<file path="config.mk">
export PLATFORM = sky130hd
export DESIGN_NAME = nanosoc_busmatrix_input_hold
export DESIGN_NICKNAME = d
export VERILOG_FILES = /design/src/rtl/nanosoc_busmatrix_pkg.sv /design/src/rtl/nanosoc_busmatrix_hold_reg.sv /design/src/rtl/nanosoc_busmatrix_input_hold.sv
export SDC_FILE = /design/constraint.sdc
export NUM_CORES = 1
export LEC_CHECK = 0
export CORE_UTILIZATION = 47
export DETAILED_ROUTE_END_ITERATION = 10
export GPL_ROUTABILITY_DRIVEN = 0
export PLACE_DENSITY = 0.92
export RECOVER_POWER = 100
export SYNTH_ARGS = -nofsm -noshare
export SYNTH_HDL_FRONTEND = slang
export SYNTH_SLANG_ARGS = --single-unit
</file>
<file path="constraint.sdc">
create_clock -name HCLK -period 1.9 [get_ports HCLK]
set_input_delay 0.475 -clock HCLK [delete_from_list [all_inputs] [get_ports HCLK]]
set_output_delay 0.475 -clock HCLK [all_outputs]
set_load 0.005 [all_outputs]
</file>
<file path="src/rtl/nanosoc_busmatrix_pkg.sv">
// Shared AHB-Lite encodings and types for the nanosoc bus matrix.
// The input-stage FSM state is the concatenation {pend, dphase}.
package nanosoc_busmatrix_pkg;

  typedef enum logic [1:0] {
    HTRANS_IDLE   = 2'b00,
    HTRANS_BUSY   = 2'b01,
    HTRANS_NONSEQ = 2'b10,
    HTRANS_SEQ    = 2'b11
  } htrans_e;

  typedef enum logic [2:0] {
    HBURST_SINGLE = 3'b000,
    HBURST_INCR   = 3'b001,
    HBURST_WRAP4  = 3'b010,
    HBURST_INCR4  = 3'b011,
    HBURST_WRAP8  = 3'b100,
    HBURST_INCR8  = 3'b101,
    HBURST_WRAP16 = 3'b110,
    HBURST_INCR16 = 3'b111
  } hburst_e;

  localparam logic RESP_OKAY  = 1'b0;
  localparam logic RESP_ERROR = 1'b1;

  typedef struct packed {
    logic [1:0] trans;
    logic       write;
    logic [2:0] size;
    logic [2:0] burst;
    logic [3:0] prot;
    logic       mastlock;
  } ahb_ctrl_t;

  typedef enum logic [1:0] {
    ST_PASS      = 2'b00,
    ST_DATA      = 2'b01,
    ST_HOLD      = 2'b10,
    ST_HOLD_DATA = 2'b11
  } hold_state_e;

  // Only NONSEQ and SEQ carry a transfer; IDLE and BUSY never request.
  function automatic logic isValidTrans(input logic [1:0] trans);
    return trans[1];
  endfunction

endpackage

</file>
<file path="src/rtl/nanosoc_busmatrix_hold_reg.sv">
// Address/control hold bank: captures a stalled address phase and muxes
// either the live master fields or the held copy onto the output-stage bus.
module nanosoc_busmatrix_hold_reg
  import nanosoc_busmatrix_pkg::*;
#(
  parameter int ADDR_WIDTH = 32
) (
  input  logic                  HCLK,
  input  logic                  HRESETn,
  input  logic                  capture_i,
  input  logic                  hold_i,
  input  logic                  sel_i,
  input  logic [ADDR_WIDTH-1:0] addr_i,
  input  ahb_ctrl_t             ctrl_i,
  output logic                  sel_o,
  output logic [ADDR_WIDTH-1:0] addr_o,
  output ahb_ctrl_t             ctrl_o
);

  logic [ADDR_WIDTH-1:0] addr_q, addr_d;
  ahb_ctrl_t             ctrl_q, ctrl_d;

  always_comb begin
    addr_d = addr_q;
    ctrl_d = ctrl_q;
    if (capture_i) begin
      addr_d = addr_i;
      ctrl_d = ctrl_i;
    end
  end

  always_ff @(posedge HCLK or negedge HRESETn) begin
    if (!HRESETn) begin
      addr_q <= '0;
      ctrl_q <= '0;
    end else begin
      addr_q <= addr_d;
      ctrl_q <= ctrl_d;
    end
  end

  // A deselected master must never look like it is requesting a transfer.
  always_comb begin
    sel_o  = sel_i;
    addr_o = addr_i;
    ctrl_o = ctrl_i;
    if (!sel_i) ctrl_o.trans = HTRANS_IDLE;
    if (hold_i) begin
      sel_o  = 1'b1;
      addr_o = addr_q;
      ctrl_o = ctrl_q;
    end
  end

endmodule

</file>
<file path="src/rtl/nanosoc_busmatrix_input_hold.sv">
// Master-side input stage of the bus matrix: holds address phases the output
// stage could not take and returns the data-phase ready/response to the master.
module nanosoc_busmatrix_input_hold
  import nanosoc_busmatrix_pkg::*;
#(
  parameter int ADDR_WIDTH = 32
) (
  input  logic                  HCLK,
  input  logic                  HRESETn,
  input  logic                  HSELS,
  input  logic [ADDR_WIDTH-1:0] HADDRS,
  input  logic [1:0]            HTRANSS,
  input  logic                  HWRITES,
  input  logic [2:0]            HSIZES,
  input  logic [2:0]            HBURSTS,
  input  logic [3:0]            HPROTS,
  input  logic                  HMASTLOCKS,
  input  logic                  HREADYS,
  output logic                  HREADYOUTS,
  output logic                  HRESPS,
  output logic                  sel_op,
  output logic [ADDR_WIDTH-1:0] addr_op,
  output logic [1:0]            trans_op,
  output logic                  write_op,
  output logic [2:0]            size_op,
  output logic [2:0]            burst_op,
  output logic [3:0]            prot_op,
  output logic                  mastlock_op,
  output logic                  trans_pending,
  input  logic                  addr_accept,
  input  logic                  data_readyout,
  input  logic                  data_resp
);

  hold_state_e state_q, state_d;
  logic        pend, dphase;
  logic        newTran, capture, issued;
  logic        pendNext, dphaseNext;
  ahb_ctrl_t   ctrlIn, ctrlOut;

  assign pend   = (state_q == ST_HOLD) || (state_q == ST_HOLD_DATA);
  assign dphase = (state_q == ST_DATA) || (state_q == ST_HOLD_DATA);

  assign ctrlIn = '{trans: HTRANSS, write: HWRITES, size: HSIZES,
                    burst: HBURSTS, prot: HPROTS, mastlock: HMASTLOCKS};

  nanosoc_busmatrix_hold_reg #(.ADDR_WIDTH(ADDR_WIDTH)) u_hold_reg (
    .HCLK      (HCLK),
    .HRESETn   (HRESETn),
    .capture_i (capture),
    .hold_i    (pend),
    .sel_i     (HSELS),
    .addr_i    (HADDRS),
    .ctrl_i    (ctrlIn),
    .sel_o     (sel_op),
    .addr_o    (addr_op),
    .ctrl_o    (ctrlOut)
  );

  assign trans_op    = ctrlOut.trans;
  assign write_op    = ctrlOut.write;
  assign size_op     = ctrlOut.size;
  assign burst_op    = ctrlOut.burst;
  assign prot_op     = ctrlOut.prot;
  assign mastlock_op = ctrlOut.mastlock;

  always_ff @(posedge HCLK or negedge HRESETn) begin
    if (!HRESETn) state_q <= ST_PASS;
    else          state_q <= state_d;
  end

  // Capture is gated by !pend so a stray request can never clobber the hold.
  always_comb begin
    newTran       = HSELS & isValidTrans(HTRANSS) & HREADYS;
    capture       = newTran & ~addr_accept & ~pend;
    issued        = (newTran | pend) & addr_accept;
    pendNext      = pend ? ~addr_accept : capture;
    dphaseNext    = dphase;
    if (issued)             dphaseNext = 1'b1;
    else if (data_readyout) dphaseNext = 1'b0;
    state_d       = hold_state_e'({pendNext, dphaseNext});

    trans_pending = pend | (HSELS & isValidTrans(HTRANSS));
    HREADYOUTS    = 1'b1;
    HRESPS        = RESP_OKAY;
    if (pend) begin
      HREADYOUTS = 1'b0;
    end else if (dphase) begin
      HREADYOUTS = data_readyout;
      HRESPS     = data_resp;
    end
  end

endmodule

</file>
---- After elaboration in Yosys (flattened, before gate mapping) ----
Index checks and enable logic that the tools add are counted.
word-level totals
  bits in registers ....................... 48
  word-level logic and storage cells ...... 33
cells by class
  bitwise operators ....................... 9
  equal/unequal tests ..................... 3
  muxes and demuxes ....................... 11
  reductions and logical operators ........ 2
operator list
  operator                                        count
  2-to-1 mux 32 bit                               1
  2-to-1 mux 14 bit                               1
  2-to-1 mux 1 bit                                8
  bitwise AND 1 bit                               5
  == test 2 bit (second input constant)           2
  == test 2 x 1 -> 1 bit (second input constant)  1
  logical OR 1 bit                                2
  2-to-1 mux 2 bit                                1
  inverter 1 bit                                  2
  OR 1 bit                                        2

---- Longest topological paths before layout ----
Gate-level depths: netlist of run 1.
  depth in word-level cells ............... 5
  depth in mapped cells ................... 5

---- By module ----
A second synthesis of run 1 with hierarchy kept.
second synthesis, totals
  cells, all modules ...................... 163
  area, all modules ....................... 2483.6 µm²
by module, submodules not included
  module                        area an instance (µm²)  instances  cells each
  nanosoc_busmatrix_hold_reg    2358.5                  1          150
  nanosoc_busmatrix_input_hold  125.1                   1          13

---- Worst setup path before layout of run 1 ----
OpenSTA, ideal clock, no wires.
  kind .................................... register -> output
  from .................................... reg state_q[1]
  to ...................................... out addr_op[0]
  data arrival time ....................... 1003 ps
  cell stages (with the launch flop) ...... 4
  setup slack ............................. 422 ps
  path buffers ............................ 2
  cell sequence ........................... dfrtp_1 -> buf_6 -> buf_2 -> mux2_2
between the ends
  longest elaborated chain between the ends .. 3
RTL lines
  element                 RTL line                            text
  from (decl)             nanosoc_busmatrix_input_hold.sv:35  hold_state_e state_q, state_d;
  from (signal assigned)  nanosoc_busmatrix_input_hold.sv:69  else state_q <= state_d;
  == test 2 bit           nanosoc_busmatrix_input_hold.sv:41  assign pend = (state_q == ST_HOLD) || (state_q == ST_HOLD_DATA);
  logical OR 1 bit *      nanosoc_busmatrix_input_hold.sv:41
  2-to-1 mux 32 bit *     nanosoc_busmatrix_hold_reg.sv:48    if (hold_i) begin
  to (decl)               nanosoc_busmatrix_input_hold.sv:22  output logic [ADDR_WIDTH-1:0] addr_op,
Every way passes the cells marked *; elsewhere a longest branch is shown, timed or not.

---- Final worst setup path of run 1 ----
  from .................................... reg state_q[1]
  to ...................................... out addr_op[6]
The elaborated chain is that of the path after synthesis.

==> results.md, run 1 <==
- Slowest stage cell, crit path: dfrtp_2
- Internal cell power: roughly 0.0022 W
- Violated checks: setup timing
- Placed Instances: approximately 340
- Clock latency at the later pin of the worst-skew pair: about 300 ps
- Drt wl/cell: between 15 and 20 um
- Sort of element at the start of the critical path: flop
- Critical Path RT: about 1400 ps
- Total inserted antenna cells: 0
- Synthesized net count: between 200 and 250
- Sw Share: 24.56%
- Total of hold buffers inserted after clock tree synthesis: 0
- Post-synth top cells: 50 x mux2_2, 48 x dfrtp_1, 39 x mux2_4
- Half-perimeter wire length after placement: 3.933 mm
- Max clock buf depth: 2
- Maximum clock frequency: 491.8 MHz
- Effective utilization at floorplan: about half
- Violation count after the first detailed-route iteration: 47
- Clock tree from TritonCTS: done
- Final hold violation count: 0
- Fraction of power consumed by sequential logic: between 40% and 50%
- Clock-pin slew on the worst setup and hold paths: roughly 90 ps
- Layout overhead on the synthesized area: 47.15%
- Syn_area_per_cell: between 15 and 20 um^2
- Total routing usage reported by global routing: around 22%
- Drt pass-1 iters: 4
- Post-synth EDFFs: 0
- Residual DRC count: 0
- Power per unit of standard cell area: between 700 and 800 nW/um^2
- Full die area: between 5000 and 6000 um^2
- Reported net switching power: 0.0007011 W
- Most common cell on crit path: buf_8
- Netlist Area Pre-Place: 2590 um^2
- Clock buffer count from CTS: 5
- Final TNS setup: -3985 ps
- Height of the chip: ~76 um
- Post-DR vias/cell: 5.047
- Share of post-route cells with drive strength above 1: about half
- Vias in the first global route: a little under 2000
- Number of warnings reported in the yosys synthesis log: 0
- Largest cells by area after synthesis: dfrtp_1 46%, mux2_4 23%, mux2_2 22%
- Final Routed Wirelength: 5.946 mm
- Total via count in the routed design: around 1800
- CTS Root Cell: clkbuf_8
- Cell type with the largest total area after synthesis: dfrtp_1
- Path type of the worst setup path: flop to primary output
- Nets: 340
- Main flop type after synthesis: dfrtp_1
- Final critical-path required period: around 2000 ps
- Sinks on the clock net: 48
- Post-route insts no fill: between 300 and 400
- Category of the worst setup path capture point: primary output
- Initial antenna violation count: 0
- Portion of total power attributed to combinational logic: about 27%
- Maximum resistive drop on vdd: 0.0003862 V
- Count of pins on the block boundary: around 100
- Lkg Pwr: between 1.5 and 2 nW
- Remaining antenna violation count after routing: 0
- Count of final max-slew check failures: 0
- Die width: 76.24 um
- CP Max Fanout: 8
- Number of fillers in the final layout: around 370
- Final count of negative-setup-slack endpoints: 56
- Max capacitance violation total: 0
- Share of the cycle needed by the critical path after routing: 107.0%
- CORE AREA: around 5200 um^2
- Type of the worst min-delay path: flop to flop
- Number of unique standard cell types used by synthesis: 18
- CTS HTree Levels: 2
- Setup skew after layout: 8.378 ps
- Post-synth ARST share: between 90% and 100%
- Largest net degree at the start of global routing: 49
- Clock network power share: approximately 26%
- Worst stage delay on the critical path: 440 ps
- Setup ws final: -133.3 ps
- Status: finished, violations left
- Setup repair after global routing missed its margin: yes
- Register bit total from synthesis: 48
- Rows: 26
- Global-route wire length before repair: roughly 10 mm
- Number of port buffers: just over 100
- Share of synthesized area occupied by flip-flops and latches: around 46%
- Cell with the most instances after synthesis: mux2_2
- Sequence of cells on the critical path: buf_12 > buf_8 > buf_8 > mux2_4 > buf_6
- Global route overflow: 0
- Synth Instances: around 170
- Actual transition at the worst max-transition pin: approximately 1200 ps
- Final-layout worst hold slack: between 400 and 500 ps
- Share of the synthesized area in the top cell type: 46.38%
- Worst rel slew slack: about 21%
- Critical Path AT: ~1600 ps
- Final core utilization: roughly 73%
-- path summary, 6_finish.rpt --
kind / depth (start not counted) / from / slack [ps] / to
max: 5 / state_q[1]$_DFF_PN0_ / -130 / addr_op[6]
min: 1 / u_hold_reg.ctrl_q[13]$_DFFE_PN0P_ / 490 / u_hold_reg.ctrl_q[13]$_DFFE_PN0P_
max reg2reg: 5 / state_q[1]$_DFF_PN0_ / 280 / u_hold_reg.addr_q[11]$_DFFE_PN0P_
min reg2reg: 1 / u_hold_reg.ctrl_q[13]$_DFFE_PN0P_ / 490 / u_hold_reg.ctrl_q[13]$_DFFE_PN0P_
max in group asynchronous: 2 / HRESETn / 620 / state_q[1]$_DFF_PN0_
min in group asynchronous: 2 / HRESETn / 500 / u_hold_reg.ctrl_q[11]$_DFFE_PN0P_
-- layout make-up --
type / count / area [um^2] / share of cell area (%)
multi-input combinational: 106 / 1220 / 32.01
inverter: 2 / 7.507 / 0.1970
clock buffer: 5 / 68.82 / 1.806
timing repair buffer: 124 / 1182 / 31.02
tap: 70 / 87.58 / 2.298
clock inverter: 3 / 42.54 / 1.116
sequential: 48 / 1202 / 31.55
-- what timing repair did --
action,CTS,global route
buffers inserted,6,0
cloned,4,0
hold endpoints to repair,0,0
resized for setup,196,15
setup endpoints to repair,50,50
pin swaps,0,1
-- metal layers --
layer	global-route usage (%)	up-vias	part of all wire (%)
li1	-	831	-
met1	27.90	900	41
met2	39.01	67	52
met3	5.749	9	5.7
met4	5.000	0	1.1
met5	0	-	0
-- worst max-delay path, delay by kind of cell, from the launching register on --
kind     cells  cell delay, ps
buf+inv      4             520
flops        1             440
mux          1             300
-- cells by family (layout without fill, tap and decap cells) --
family / count (synthesis) / in the layout / share of synthesized area, %
mux: 89 / 89 / 44.35
compound gates: 4 / 4 / 0.9178
buf+inv: 12 / 134 / 4.783
simple gates: 13 / 13 / 3.575
flops: 48 / 48 / 46.38
-- per-stage QoR --
| step | total power (W) | setup WS [ps] | area (um^2) |
|---|---|---|---|
| floorplan | 0.001796 | 421.6 | 2590 |
| global route | 0.003009 | -188.2 | 3811 |
| detailed placement | 0.002212 | -407.2 | 3759 |
| global placement | 0.002176 | -381.6 | 3759 |
| CTS | 0.002950 | -207.5 | 3928 |
| finish | 0.002855 | -133.3 | 3811 |
-- state kept, by name, summed over array words and instances, names as in the netlist --
name,flops
u_hold_reg.addr_q,32
u_hold_reg.ctrl_q,14
state_q,2
-- power by group through the flow --
stage | registers (W) | logic [W] | clock network [W]
2_1_floorplan | 0.00133 | 0.000470 | 0
3_3_place_gp | 0.00135 | 0.000826 | 0
3_5_place_dp | 0.00136 | 0.000848 | 0
4_1_cts | 0.00135 | 0.000848 | 0.000752
5_1_grt | 0.00138 | 0.000830 | 0.000799
6_report | 0.00135 | 0.000768 | 0.000734
-- cells in the final DEF, fill, tap and decap left out, types with 2 or more instances in the layout --
master	n
buf_8	3
clkbuf_8	5
dlygate4sd2_1	8
buf_16	3
clkdlybuf4s15_1	2
buf_4	5
buf_2	30
mux2_2	45
nand2b_1	2
mux2_1	18
buf_12	4
nor2_1	2
mux2_4	26
buf_6	16
dfrtp_1	47
clkdlybuf4s50_1	49
inv_1	2
nand2_1	3
Note: power is estimated with default switching activity, not from simulation.
==> run 2: changes to the inputs <==
GPL_ROUTABILITY_DRIVEN = not set   (was 0)
SETUP_SLACK_MARGIN = 0.15   (was not set)
==> run 2 against run 1 <==
The flow still finishes with violations (setup timing). Largest power group unchanged. Clock power hardly changed. Flip-flop and latch count stayed put. Sequential share of layout area is 2.1 points lower. Critical endpoint is now addr_op[22]. Global-route usage is 0.56 points lower. Utilization is 5.3 points higher. Clock skew is 2.8 ps lower. First-iteration DRC count is 4.3% higher. Via count is 2.3% higher. Largest cell class is now non-clock buffers.
==> results.md, run 2 (synthesis gave the netlist of run 1 again) <==
- Highest-count cells in the layout ignoring fill and taps: 50 x clkdlybuf4s50_1, 48 x mux2_4, 47 x dfrtp_1 (was 49 x clkdlybuf4s50_1, 47 x dfrtp_1, 45 x mux2_2)
- Critical R2R Capture: u_hold_reg.addr_q[11]$_DFFE_PN0P_ (unchanged)
- Most flops, register: u_hold_reg.addr_q (unchanged)
- Full die area: 5812 um^2 (unchanged)
- Flop2flop setup slack: -80 ps (was 280 ps)
- Actual transition at the worst max-transition pin: 1195 ps (was 1189 ps)
- Maximum resistive drop on vdd: 0.0004044 V (was 0.0003862 V)
- Rows: 26 (unchanged)
- CTS Root Cell: clkbuf_8 (unchanged)
- Critical Path Sink: addr_op[22] (was addr_op[6])
- Drt wl/cell: 17.68 um (was 16.61 um)
- Number of port buffers: 102 (unchanged)
- Max clock buf depth: 2 (unchanged)
- Flip-flop count of the largest register after layout: 32 (unchanged)
- Max capacitance violation total: 0 (unchanged)
- Post-DR vias/cell: 5.022 (was 5.047)
- Clock latency at the later pin of the worst-skew pair: 300 ps (about the same)
- Final std cell area, no fill: 4085 um^2 (was 3811 um^2)
- CP Max Fanout: 5 (was 8)
- Worst stage delay on the critical path: 430 ps (was 440 ps)
- Post-route insts no fill: 368 (was 358)
- Total inserted antenna cells: 0 (unchanged)
- Residual DRC count: 0 (unchanged)
- Count of final max-slew check failures: 0 (unchanged)
- Sequence of cells on the critical path: buf_12 > buf_12 > buf_16 > mux2_4 > buf_6 (was buf_12 > buf_8 > buf_8 > mux2_4 > buf_6)
- Critical Path RT: 1420 ps (about the same)
- Layout overhead on the synthesized area: 57.73% (was 47.15%)
- Maximum clock frequency: 496.9 MHz (was 491.8 MHz)
- CP bufs+invs: 4 (unchanged)
- CORE AREA: 5205 um^2 (unchanged)
- Clock buffer count from CTS: 5 (unchanged)
- Startpoint of the most critical setup path: state_q[1]$_DFF_PN0_ (unchanged)
- Setup ws final: -112.4 ps (was -133.3 ps)
- Critical Path AT: 1540 ps (was 1560 ps)
- Violation count after the first detailed-route iteration: 49 (was 47)
- Largest regs: u_hold_reg.addr_q x32, u_hold_reg.ctrl_q x14, state_q x2 (unchanged)
- Type of the worst min-delay path: input port to async pin (was flop to flop)
- Count of pins on the block boundary: 103 (unchanged)
- Setup repair after global routing missed its margin: yes (unchanged)
- Count of cell instances traversed by the critical path: 5 (unchanged)
- Final Routed Wirelength: 6.507 mm (was 5.946 mm)
- Die width: 76.24 um (unchanged)
- Post-layout total power: 0.002981 W (was 0.002855 W)
- Category of the worst setup path capture point: primary output (unchanged)
- Clock-pin slew on the worst setup and hold paths: 90 ps (about the same)
- Status: finished, violations left (unchanged)
- Worst flop-to-flop path startpoint: state_q[1]$_DFF_PN0_ (unchanged)
- Most common cell on crit path: buf_12 (was buf_8)
- Placed standard-cell area: 3759 um^2 (unchanged)
- Half-perimeter wire length after placement: 3.933 mm (unchanged)
- Height of the chip: 76.24 um (unchanged)
- Initial antenna violation count: 0 (unchanged)
- Cell count of the worst reg-to-reg path: 8 (was 5)
- Nets: 350 (was 340)
- Share of the cycle needed by the critical path after routing: 105.9% (was 107.0%)
- Violated checks: setup timing (unchanged)
- Total routing usage reported by global routing: 21.86% (was 22.42%)
- Final critical-path required period: 2012 ps (was 2033 ps)
- Global-route wire length before repair: 9.956 mm (was 10.17 mm)
- Effective utilization at floorplan: 49.76% (unchanged)
- CTS HTree Levels: 2 (unchanged)
- Path type of the worst setup path: flop to primary output (unchanged)
- Drt pass-1 iters: 4 (unchanged)
- Final hold violation count: 0 (unchanged)
- Vias in the first global route: 1943 (was 1980)
- Total via count in the routed design: 1848 (was 1807)
- Remaining antenna violation count after routing: 0 (unchanged)
- Placed Instances: 342 (unchanged)
- Sinks on the clock net: 48 (unchanged)
- Gp weighted congestion: ~0.7
- Share of post-route cells with drive strength above 1: 63.09% (was 51.39%)
- Lkg Pwr: 1.968 nW (was 1.756 nW)
- DP Worst Slack: -407.2 ps (unchanged)
- Clock tree from TritonCTS: done (unchanged)
- Final count of negative-setup-slack endpoints: 91 (was 56)
- Family of cells with the greatest summed delay on the critical path: buffers and inverters (unchanged)
- Setup skew after layout: 5.604 ps (was 8.378 ps)
- Worst rel slew slack: 20.36% (was 20.73%)
- Global route overflow: 0 (unchanged)
- Power per unit of standard cell area: 729.7 nW/um^2 (was 749.0 nW/um^2)
- Most frequent standard cell in the layout excluding fill and tap cells: clkdlybuf4s50_1 (unchanged)
- Final TNS setup: -6265 ps (was -3985 ps)
- Sort of element at the start of the critical path: flop (unchanged)
- Slowest stage cell, crit path: dfrtp_2 (unchanged)
- Largest net degree at the start of global routing: 49 (unchanged)
[run 2: changes by cell type in the layout (fill, tap and decap cells not counted), sizes merged]
cell,previous run,this run
buf,61,76
clkbuf,8,12
clkdlybuf4s15,2,0
clkdlybuf4s50,49,50
dlygate4sd2,8,1
dlygate4sd3,1,0
[run 2: what timing repair did]
item | CTS | global route
gates cloned | 3 | 5
pin swaps | 2 | 3
setup endpoints to repair | 50 | 95
resized for setup | 224 | 20
setup buffers | 7 | 3
hold endpoints to repair | 0 | 0
hold buffers | 0 | 0
[run 2: final cells by class]
cell class / instances / area, um^2
repair buffers: 134 / 1349
multi-input cells: 106 / 1328
flip-flops and latches: 48 / 1202
fillers: 308 / 1120
well taps: 70 / 87.58
clock buffers: 5 / 68.82
clock inverters: 3 / 42.54
inverters: 2 / 7.507
[run 2: per-layer routing]
metal  vias up  routed length (um)  track usage (%)
met5         -                   0                0
met4         0                  65            4.615
met3         9                 349            5.868
met2        71                3377            37.03
met1       919                2714            28.00
li1        849                   -                -
[run 2: worst min path at each step]
stage                                 startpoint                                 to  slack, ps
5_1_grt         u_hold_reg.ctrl_q[1]$_DFFE_PN0P_   u_hold_reg.ctrl_q[1]$_DFFE_PN0P_        530
2_1_floorplan                            HRESETn               state_q[0]$_DFF_PN0_        180
3_5_place_dp   u_hold_reg.ctrl_q[13]$_DFFE_PN0P_  u_hold_reg.ctrl_q[13]$_DFFE_PN0P_        460
3_3_place_gp   u_hold_reg.ctrl_q[13]$_DFFE_PN0P_  u_hold_reg.ctrl_q[13]$_DFFE_PN0P_        450
6_report                                 HRESETn   u_hold_reg.ctrl_q[0]$_DFFE_PN0P_        500
4_1_cts                                  HRESETn   u_hold_reg.ctrl_q[1]$_DFFE_PN0P_        160
[run 2: power by group]
part / internal [W] / switching, W
Combinational: 0.000630 / 0.000261
Sequential: 0.00124 / 0.000122
Clock: 0.000390 / 0.000342
Total: 0.00226 / 0.000725
[run 2: worst register-to-register path: stages, from the launching register on]
cell and delay [ps]:
dfrtp_2 430, buf_4 140, buf_6 120, clkbuf_1 190, clkbuf_1 190, nor2_4 170
nand2_8 130, clkbuf_16 190, mux2_4 300
[run 2: through the flow]
stage	hold slack, ps	utilization [%]
2_1_floorplan	179.4	-
3_3_place_gp	454.7	72.21
3_5_place_dp	458.1	72.21
4_1_cts	155.8	74.38
5_1_grt	527.3	78.49
6_report	501.8	78.49
